**src/rtl/bram_seq_pkg.sv**
```systemverilog
// Shared definitions for the BRAM port sequencer: state encoding, error
// counter width and the write-data pattern generator.
// The optional inverted pass is enabled by defining BRAM_SEQ_INV_PASS_EN.
package bram_seq_pkg;

  // Width of the saturating mismatch counter.
  localparam int unsigned ErrCountWidth = 16;

  // Working width of the pattern arithmetic; callers truncate to their data width.
  localparam int unsigned PatWidth = 64;

  typedef enum logic [2:0] {
    StIdle  = 3'd0,
    StWrite = 3'd1,
    StRead  = 3'd2,
    StDrain = 3'd3,
    StFin   = 3'd4
`ifdef BRAM_SEQ_INV_PASS_EN
    ,
    StWriteInv = 3'd5,
    StReadInv  = 3'd6
`endif
  } seq_state_e;

  // Pattern for address a: seed + zero-extended a. Only the low data-width bits are used,
  // so truncating the sum gives the required modulo behaviour.
  function automatic logic [PatWidth-1:0] pattern(input logic [PatWidth-1:0] seed,
                                                  input logic [PatWidth-1:0] addr);
    return seed + addr;
  endfunction

endpackage

```
**src/rtl/bram_seq_checker.sv**
```systemverilog
// Read-back checker: one-stage tracker of issued reads, data comparator,
// saturating mismatch counter and first-error address latch.
// Supports DATA_WIDTH up to 63 bits.
module bram_seq_checker
  import bram_seq_pkg::*;
#(
  parameter int unsigned DATA_WIDTH = 32,
  parameter int unsigned ADDR_WIDTH = 10
) (
  input  logic                     CLK,
  input  logic                     RST,
  input  logic                     clear_i,
  input  logic                     rd_issued_i,
  input  logic [ADDR_WIDTH-1:0]    rd_addr_i,
  input  logic                     rd_inv_i,
  input  logic [DATA_WIDTH-1:0]    seed_i,
  input  logic [DATA_WIDTH-1:0]    rd_data_i,
  input  logic                     rd_valid_i,
  output logic [ErrCountWidth-1:0] err_count_o,
  output logic [ADDR_WIDTH-1:0]    first_err_addr_o,
  output logic                     err_fire_o
);

  logic                     pend_q;
  logic [ADDR_WIDTH-1:0]    pend_addr_q;
  logic                     pend_inv_q;
  logic [ErrCountWidth-1:0] err_q;
  logic [ADDR_WIDTH-1:0]    first_q;

  logic [PatWidth-1:0]   exp_full;
  logic [DATA_WIDTH-1:0] exp_data;
  logic                  unused_exp;

  // Expected data for the outstanding read and the mismatch decision.
  always_comb begin
    exp_full = pattern(PatWidth'(seed_i), PatWidth'(pend_addr_q));
    exp_data = exp_full[DATA_WIDTH-1:0];
    if (pend_inv_q) begin
      exp_data = ~exp_data;
    end
    // A missing valid counts the same as wrong data; valid with nothing pending is ignored.
    err_fire_o = pend_q && (!rd_valid_i || (rd_data_i != exp_data));
  end

  assign unused_exp = ^exp_full[PatWidth-1:DATA_WIDTH];

  // Tracker capture, saturating count and first-error latch.
  always_ff @(posedge CLK) begin
    if (RST || clear_i) begin
      pend_q      <= 1'b0;
      pend_addr_q <= '0;
      pend_inv_q  <= 1'b0;
      err_q       <= '0;
      first_q     <= '0;
    end else begin
      pend_q      <= rd_issued_i;
      pend_addr_q <= rd_addr_i;
      pend_inv_q  <= rd_inv_i;
      if (err_fire_o) begin
        if (err_q != '1) begin
          err_q <= err_q + 1'b1;
        end
        if (err_q == '0) begin
          first_q <= pend_addr_q;
        end
      end
    end
  end

  assign err_count_o      = err_q;
  assign first_err_addr_o = first_q;

endmodule

```
**src/rtl/bram_port_sequencer.sv**
```systemverilog
// BRAM port sequencer: writes a seeded pattern over the whole RAM, reads it
// back and reports mismatches. All outputs are registered; the port shows the
// access decoded from the current state one cycle later.
// Define BRAM_SEQ_INV_PASS_EN to add a second write/read pass using ~pattern.
// Supports DATA_WIDTH up to 63 bits.
module bram_port_sequencer
  import bram_seq_pkg::*;
#(
  parameter int unsigned DATA_WIDTH = 32,
  parameter int unsigned ADDR_WIDTH = 10
) (
  input  logic                     CLK,
  input  logic                     RST,
  input  logic                     START,
  input  logic [DATA_WIDTH-1:0]    SEED,
  output logic                     BUSY,
  output logic                     DONE,
  output logic                     PASS,
  output logic [ErrCountWidth-1:0] ERR_COUNT,
  output logic [ADDR_WIDTH-1:0]    FIRST_ERR_ADDR,
  output logic                     EN,
  output logic                     WE,
  output logic [ADDR_WIDTH-1:0]    ADDR,
  output logic [DATA_WIDTH-1:0]    DI,
  input  logic [DATA_WIDTH-1:0]    DO,
  input  logic                     DO_VALID
);

  seq_state_e state_q, state_d;

  logic [ADDR_WIDTH-1:0] cnt_q, cnt_d;
  logic [DATA_WIDTH-1:0] seed_q, seed_d;
  logic                  en_q, en_d;
  logic                  we_q, we_d;
  logic [ADDR_WIDTH-1:0] addr_q, addr_d;
  logic [DATA_WIDTH-1:0] di_q, di_d;
  logic                  inv_q, inv_d;
  logic                  busy_q, busy_d;
  logic                  done_q, done_d;
  logic                  pass_q, pass_d;
  logic                  clear;
  logic                  cnt_last;

  logic [PatWidth-1:0]   pat_full;
  logic [DATA_WIDTH-1:0] pat;
  logic                  unused_pat;

  logic [ErrCountWidth-1:0] err_count;
  logic [ADDR_WIDTH-1:0]    first_err_addr;
  logic                     err_fire;

  assign pat_full   = pattern(PatWidth'(seed_q), PatWidth'(cnt_q));
  assign pat        = pat_full[DATA_WIDTH-1:0];
  assign unused_pat = ^pat_full[PatWidth-1:DATA_WIDTH];
  assign cnt_last   = (cnt_q == '1);

  // Next-state and next-output decode.
  always_comb begin
    state_d = state_q;
    cnt_d   = cnt_q;
    seed_d  = seed_q;
    en_d    = 1'b0;
    we_d    = 1'b0;
    addr_d  = addr_q;
    di_d    = di_q;
    inv_d   = 1'b0;
    busy_d  = 1'b0;
    done_d  = 1'b0;
    pass_d  = pass_q;
    clear   = 1'b0;

    case (state_q)
      StIdle: begin
        if (START) begin
          seed_d  = SEED;
          pass_d  = 1'b0;
          clear   = 1'b1;
          cnt_d   = '0;
          busy_d  = 1'b1;
          state_d = StWrite;
        end
      end
      StWrite: begin
        busy_d = 1'b1;
        en_d   = 1'b1;
        we_d   = 1'b1;
        addr_d = cnt_q;
        di_d   = pat;
        cnt_d  = cnt_q + 1'b1;
        if (cnt_last) begin
          state_d = StRead;
        end
      end
      StRead: begin
        busy_d = 1'b1;
        en_d   = 1'b1;
        addr_d = cnt_q;
        cnt_d  = cnt_q + 1'b1;
        if (cnt_last) begin
`ifdef BRAM_SEQ_INV_PASS_EN
          state_d = StWriteInv;
`else
          state_d = StDrain;
`endif
        end
      end
`ifdef BRAM_SEQ_INV_PASS_EN
      StWriteInv: begin
        busy_d = 1'b1;
        en_d   = 1'b1;
        we_d   = 1'b1;
        addr_d = cnt_q;
        di_d   = ~pat;
        cnt_d  = cnt_q + 1'b1;
        if (cnt_last) begin
          state_d = StReadInv;
        end
      end
      StReadInv: begin
        busy_d = 1'b1;
        en_d   = 1'b1;
        inv_d  = 1'b1;
        addr_d = cnt_q;
        cnt_d  = cnt_q + 1'b1;
        if (cnt_last) begin
          state_d = StDrain;
        end
      end
`endif
      StDrain: begin
        // Port goes idle while the checker consumes the final read.
        busy_d  = 1'b1;
        state_d = StFin;
      end
      StFin: begin
        done_d  = 1'b1;
        // The last read is judged in this same cycle, so include it.
        pass_d  = (err_count == '0) && !err_fire;
        state_d = StIdle;
      end
      default: begin
        state_d = StIdle;
      end
    endcase
  end

  // State and registered-output update with synchronous reset.
  always_ff @(posedge CLK) begin
    if (RST) begin
      state_q <= StIdle;
      cnt_q   <= '0;
      seed_q  <= '0;
      en_q    <= 1'b0;
      we_q    <= 1'b0;
      addr_q  <= '0;
      di_q    <= '0;
      inv_q   <= 1'b0;
      busy_q  <= 1'b0;
      done_q  <= 1'b0;
      pass_q  <= 1'b0;
    end else begin
      state_q <= state_d;
      cnt_q   <= cnt_d;
      seed_q  <= seed_d;
      en_q    <= en_d;
      we_q    <= we_d;
      addr_q  <= addr_d;
      di_q    <= di_d;
      inv_q   <= inv_d;
      busy_q  <= busy_d;
      done_q  <= done_d;
      pass_q  <= pass_d;
    end
  end

  bram_seq_checker #(
    .DATA_WIDTH(DATA_WIDTH),
    .ADDR_WIDTH(ADDR_WIDTH)
  ) u_checker (
    .CLK              (CLK),
    .RST              (RST),
    .clear_i          (clear),
    .rd_issued_i      (en_q & ~we_q),
    .rd_addr_i        (addr_q),
    .rd_inv_i         (inv_q),
    .seed_i           (seed_q),
    .rd_data_i        (DO),
    .rd_valid_i       (DO_VALID),
    .err_count_o      (err_count),
    .first_err_addr_o (first_err_addr),
    .err_fire_o       (err_fire)
  );

  assign EN             = en_q;
  assign WE             = we_q;
  assign ADDR           = addr_q;
  assign DI             = di_q;
  assign BUSY           = busy_q;
  assign DONE           = done_q;
  assign PASS           = pass_q;
  assign ERR_COUNT      = err_count;
  assign FIRST_ERR_ADDR = first_err_addr;

endmodule

```
**config.mk**
```make
export PLATFORM = sky130hd
export DESIGN_NAME = bram_port_sequencer
export DESIGN_NICKNAME = d
export VERILOG_FILES = /design/src/rtl/bram_seq_pkg.sv /design/src/rtl/bram_seq_checker.sv /design/src/rtl/bram_port_sequencer.sv
export SDC_FILE = /design/constraint.sdc
export NUM_CORES = 1
export LEC_CHECK = 0
export ABC_AREA = 1
export BUFFER_PORTS_ARGS = -buffer_cell sky130_fd_sc_hd__buf_2
export CAP_MARGIN = 0
export CORE_MARGIN = 2
export CORE_UTILIZATION = 58
export DETAILED_ROUTE_END_ITERATION = 7
export PLACE_DENSITY = 0.8
export SLEW_MARGIN = 20
export SYNTH_ARGS = -nofsm -noshare
export SYNTH_HDL_FRONTEND = slang
export SYNTH_HIERARCHICAL = 1
export SYNTH_SLANG_ARGS = --single-unit
```
**constraint.sdc**
```tcl
create_clock -name CLK -period 7.46 [get_ports CLK]
set_input_delay 0.746 -clock CLK [delete_from_list [all_inputs] [get_ports CLK]]
set_output_delay 0.746 -clock CLK [all_outputs]
set_load 0.02 [all_outputs]
```
# Word-level counts from Yosys, hierarchy flattened
# Index checks and enable logic that the tools add are counted.
# op_classes
n_eq_ne	10
muxes	14
n_reduce_logical	18
addsub	4
n_bitwise	2
# op_table
operator	count
adder 32 x 10 -> 32 bit	2
inequality test 32 bit	1
case mux 10 bit (2 select lines)	1
adder 16 x 1 -> 16 bit (second input constant)	1
logical NOT 16 bit	1
inequality test 16 bit (second input constant)	1
case mux 3 bit (4 select lines)	1
adder 10 x 1 -> 10 bit (second input constant)	1
equality test 10 bit (second input constant)	1
two-way mux 10 bit	1
AND reduction 2 bit	5
two-way mux 3 bit	3
equality test 3 x 2 -> 1 bit (second input constant)	2
two-way mux 1 bit	6
inequality test 2 bit (second input constant)	3
case mux 1 bit (2 select lines)	2
nonzero test 2 bit	2
equality test 3 x 1 -> 1 bit (second input constant)	1
equality test 3 bit (second input constant)	1
logical NOT 3 bit	1
AND reduction 3 bit	1
OR reduction 3 bit	1
logical AND 1 bit	2
logical NOT 1 bit	2
4 further kinds	5
# word_totals
output_inout_bits	73
inputBits	68
ff_bits	129

# Depth between registers and ports, before layout
# logic_depth
word_depth	7
mapped_depth	23
mapped_depth_nobuf	22

# Cells and area by module
# Netlist, hierarchy kept.
# modules_own_cells
module	cells_per_inst	n_inst	area_each_um2
bram_port_sequencer	712	1	4907.2
bram_seq_checker	678	1	4048.9

# Worst setup path after synthesis
# Ideal clock, no wire load.
# synth_path
path_kind	register to register
from	register seed_q[0]
to	register pass_q, in the netlist PASS
n_path_buf	0
required_ns	7.386
setup_slack_ns	4.901
t_arrival_ns	2.486
setup_time_ns	0.074
path_stages_with_launch	21
cell_sequence	dfxtp_1 > ha_1 > inv_1 > fa_1 > inv_1 > nand2_1 > nand2_1 > nand3_1 > nand2_1 > nand2_1 > nand2_1 > nand3_1 > xor2_1 > nand2_1 > inv_1 > nand2_1 > nor2_2 > a21boi_0 > nor4_1 > nand4_1 > a21oi_1
# synth_via
elab_chain_len	7
# synth_lines
item	line	text
start: declaration	bram_port_sequencer.sv:32	logic [DATA_WIDTH-1:0] seed_q, seed_d;
start signal: assignment	bram_port_sequencer.sv:152	seed_q <= '0;
start signal: assignment	bram_port_sequencer.sv:164	seed_q <= seed_d;
adder 32 x 10 -> 32 bit	bram_seq_pkg.sv:29	return seed + addr;
inequality test 32 bit	bram_seq_checker.sv:42	err_fire_o = pend_q && (!rd_valid_i || (rd_data_i != exp_data));
logical OR 1 bit	bram_seq_checker.sv:42	
logical AND 1 bit	bram_seq_checker.sv:42	
net err_fire	bram_port_sequencer.sv:50	logic err_fire;
logical NOT 1 bit	bram_port_sequencer.sv:138	pass_d = (err_count == '0) && !err_fire;
logical AND 1 bit	bram_port_sequencer.sv:138	
case mux 1 bit (2 select lines)	bram_port_sequencer.sv:72	case (state_q)
end signal: assignment	bram_port_sequencer.sv:172	pass_q <= pass_d;
end: declaration	bram_port_sequencer.sv:40	logic pass_q, pass_d;
# The timed path passes the listed nets, and every way through them passes these cells.
# A chain may end at the register's enable or synchronous reset.

# Worst setup path in the final report
# layout_path
from	register seed_q[1]
to	register u_checker.first_q[0], in the netlist u_checker/first_err_addr_o[0]
# layout_via
elab_chain_len	5
# layout_lines
item	line	text
adder 32 x 10 -> 32 bit	bram_seq_pkg.sv:29	
inequality test 32 bit	bram_seq_checker.sv:42	
logical OR 1 bit	bram_seq_checker.sv:42	
logical AND 1 bit	bram_seq_checker.sv:42	
AND reduction 2 bit (no source line)	--	
end signal: assignment	bram_seq_checker.sv:64	first_q <= pend_addr_q;
end: declaration	bram_seq_checker.sv:28	logic [ADDR_WIDTH-1:0] first_q;
# Every way passes these cells.

==> results.md <==
- Outcome: finished, final reports clean
- Root buffer cell: clkbuf_16
- Area grow syn2layout: 14.9%
- PostCTS Resize Cnt: 0
- IO buf count: 140
- Routability cong.: around 0.97
- Final hold viol count: 0
- Fin worst setup slack: 4.02 ns
- Setup_tns: 0 ns
- First-pass GRT wire length: 41,300 µm
- Setup Skew: 0.0127 ns
- Die X: 128 µm
- Post-Layout Cell Count: 1,717
- Dpl cell area: 9720 µm²
- TritonCTS buffer count: 17
- Worst Setup End Kind: register
- Layout cells sized above 1: 16.0%
- Drt wl/cell: approximately 15 µm
- Total Routed Length: 25,600 µm
- DRC errors left: 0
- Clock Latency Late Sink: 0.43 ns
- Achievable Freq: 290 MHz
- Crit. Startpoint: seed_q[1]$_SDFFE_PP0P_
- Clk sinks: 130
- Ys Warns: 6
- Synth cell types: 53
- Initial Utilization: 59.1%
- FF-to-FF End: u_checker/first_err_addr_o[0]$_SDFFE_PP0P_
- GRT Total Usage: 31.7%
- Avg Synthesized Cell Area: 6.44 µm²
- CTS tree: yes
- Vias per cell: around 5.4
- Final Cell Area: 10,300 µm²
- Fin util: 67.9%
- Overflow after GRT: 0
- I/O Pins: 141
- Post-synthesis instance total: 1,390
- Dpl ws: approximately 4 ns
- PwrDens: ~320 nW/µm²
- Register area share after synthesis: 29.1%
- Leakage power: 5.14 nW
- Final Max Tran Viols: 0
- Crit path max fanout: 20
- Setup-failing EPs final: 0
- Min-delay worst type: reg2reg
- Synthesized Nets: 1,483
- Inserted Diodes: 0
- Vias in the first global route: between 8,000 and 9,000
- Die height: 128 µm
- Placeable Area: between 15,000 and 20,000 µm²
- Worst setup path class: reg2reg
- DRT antenna net count: 0
- Largest net degree at the start of global routing: 61
- Unrepaired setup endpoints after global routing: false
- Startpoint Class: register
- Slew headroom: 35.9%
- Reg2Reg Setup Slack: 4.02 ns
- Final Cycle Share: 46.2%
- Setup bufs post-CTS: 0
- R2R cell count: 20
- CP arrival: 3.76 ns
- Worst setup endpoint: u_checker/first_err_addr_o[0]$_SDFFE_PP0P_
- Post-Syn Area: 8960 µm²
- Peak VDD IR: 265 µV
- FF-to-FF Start: seed_q[1]$_SDFFE_PP0P_
- Violation count after the first detailed-route iteration: 923
- CTS H-tree lvls: 4
- Fillcell total: approximately 1,400
- Slew @ Worst Pin: 0.961 ns
- Hold buffer count at cts: 0
- Die ar.: between 15,000 and 20,000 µm²
- Nets@finish: 1,609
- Tmin final: 3.44 ns
- Req. time, crit path: 7.78 ns
- Placed cells: roughly 1,700
- TritonRoute pass-1 iters: 5
- Vias: 9,262
- Post-DP HPWL: 19,500 µm
- Clk pin slew, worst setup/hold paths: 0.06 ns
- Max-Cap Viols: 0
- Rows: 45
- Initial antenna violation count: 0
- Clock buffer depth: 2
- FF+latch count, synth: between 100 and 150
- Min-Delay Startpoint: ADDR[3]$_SDFFE_PP0P_
[how the worst min path moves through the flow]
stage,end,slack (ns),cells after the start
floorplan,u_checker/first_err_addr_o[0]$_SDFFE_PP0P_,0.46,2
global placement,u_checker/pend_addr_q[4]$_SDFF_PP0_,0.44,2
detailed placement,u_checker/pend_addr_q[3]$_SDFF_PP0_,0.44,2
CTS,u_checker/pend_addr_q[3]$_SDFF_PP0_,0.46,2
global route,u_checker/pend_addr_q[0]$_SDFF_PP0_,0.47,2
finish,u_checker/pend_addr_q[3]$_SDFF_PP0_,0.46,2
[through the flow]
step	total power [mW]	hold slack, ns
final	3.30	0.458
after global routing	3.51	0.475
after CTS	3.28	0.455
after detailed placement	2.47	0.444
after global placement	2.45	0.442
after floorplan	2.09	0.459
[power breakdown]
group	switching (mW)	internal, mW	total [mW]
combinational	0.902	0.484	1.39
clock	0.338	0.466	0.804
sequential	0.230	0.877	1.11
total	1.47	1.83	3.30
[flip-flops by register name (all words and copies together) (netlist names)]
signal / cells
BUSY: 1
DI: 32
seed_q: 32
u_checker/err_count_o: 16
u_checker/first_err_addr_o: 10
PASS: 1
u_checker/pend_inv_q: 1
state_q: 3
u_checker/pend_q: 1
cnt_q: 10
ADDR: 10
EN: 1
u_checker/pend_addr_q: 10
DONE: 1
WE: 1
[critical path, stage by stage (launching register included)]
cell and delay (ns):
dfxtp_1 0.47, inv_1 0.11, fa_1 0.46, inv_1 0.08, nand2_1 0.05, nand2_1 0.12
nand3_1 0.10, nand2_1 0.16, nand2_1 0.09, nand2_1 0.11, nand3_1 0.09, xor2_1 0.14
nand2_1 0.07, inv_1 0.05, nand2_1 0.05, nor2_2 0.17, nand2_4 0.18, nand3_1 0.54
nand2_1 0.14, nand2_1 0.11, nor2_1 0.05
[cells by family (layout without fill, tap and decap cells)]
group           count (synthesis)  after routing  share of synthesized area (%)
fa+ha+maj                      25             25                           3.66
other cells                     1              1                         0.0419
xor+xnor                       80             80                           7.91
buf+inv                       252            391                           11.3
compound gates                164            164                           10.7
simple gates                  738            738                           37.3
flops                         130            130                           29.1
[layout by cell type, fill, tap and decap left out, types with 38 or more instances in the layout]
cell type | Yosys | layout
nand2_1 | 358 | 358
nand3_1 | 106 | 106
xor2_1 | 41 | 41
buf_2 | 9 | 140
xnor2_1 | 38 | 38
nor2_1 | 149 | 149
dfxtp_1 | 130 | 130
inv_1 | 205 | 205
a21oi_1 | 64 | 64
o21ai_0 | 53 | 53
[metal layers]
metal / global-route usage, % / up-vias / routed length (µm)
met5: 0 / - / 0
met4: 9.70 / 0 / 465
met3: 4.26 / 38 / 2130
met2: 48.5 / 383 / 11500
met1: 46.3 / 4188 / 11600
li1: - / 4653 / -
[final cells by class]
class,count,area (µm²),share of cell area [%]
sequential,130,2600,25.3
tap,188,235,2.29
inverter,216,818,7.95
multi-input combinational,1008,5340,51.9
timing repair buffer,143,723,7.03
clock buffer,17,425,4.13
clock inverter,15,148,1.43
[cell usage after synthesis, drive strengths merged]
master | instances | area, µm²
nor2 | 160 | 681
nand2 | 379 | 1490
conb | 1 | 3.75
o211ai | 1 | 7.51
fa | 2 | 40.0
dfxtp | 130 | 2600
a21oi | 68 | 355
nand4 | 36 | 225
ha | 23 | 288
xnor2 | 39 | 349
xor2 | 41 | 359
clkbuf | 18 | 68.8
o21a | 17 | 128
inv | 215 | 815
o21ai | 63 | 330
a31oi | 1 | 6.26
a22oi | 1 | 12.5
buf | 18 | 128
o221ai | 1 | 8.76
nor4 | 8 | 50.1
clkinv | 1 | 3.75
and3 | 1 | 6.26
and2 | 3 | 18.8
a21boi | 2 | 15.0
a2bb2oi | 2 | 30.0
nand3b | 8 | 60.1
or2 | 5 | 31.3
o21bai | 8 | 63.8
nand3 | 111 | 603
nor3 | 27 | 176
(Power assumes the default switching activity.)
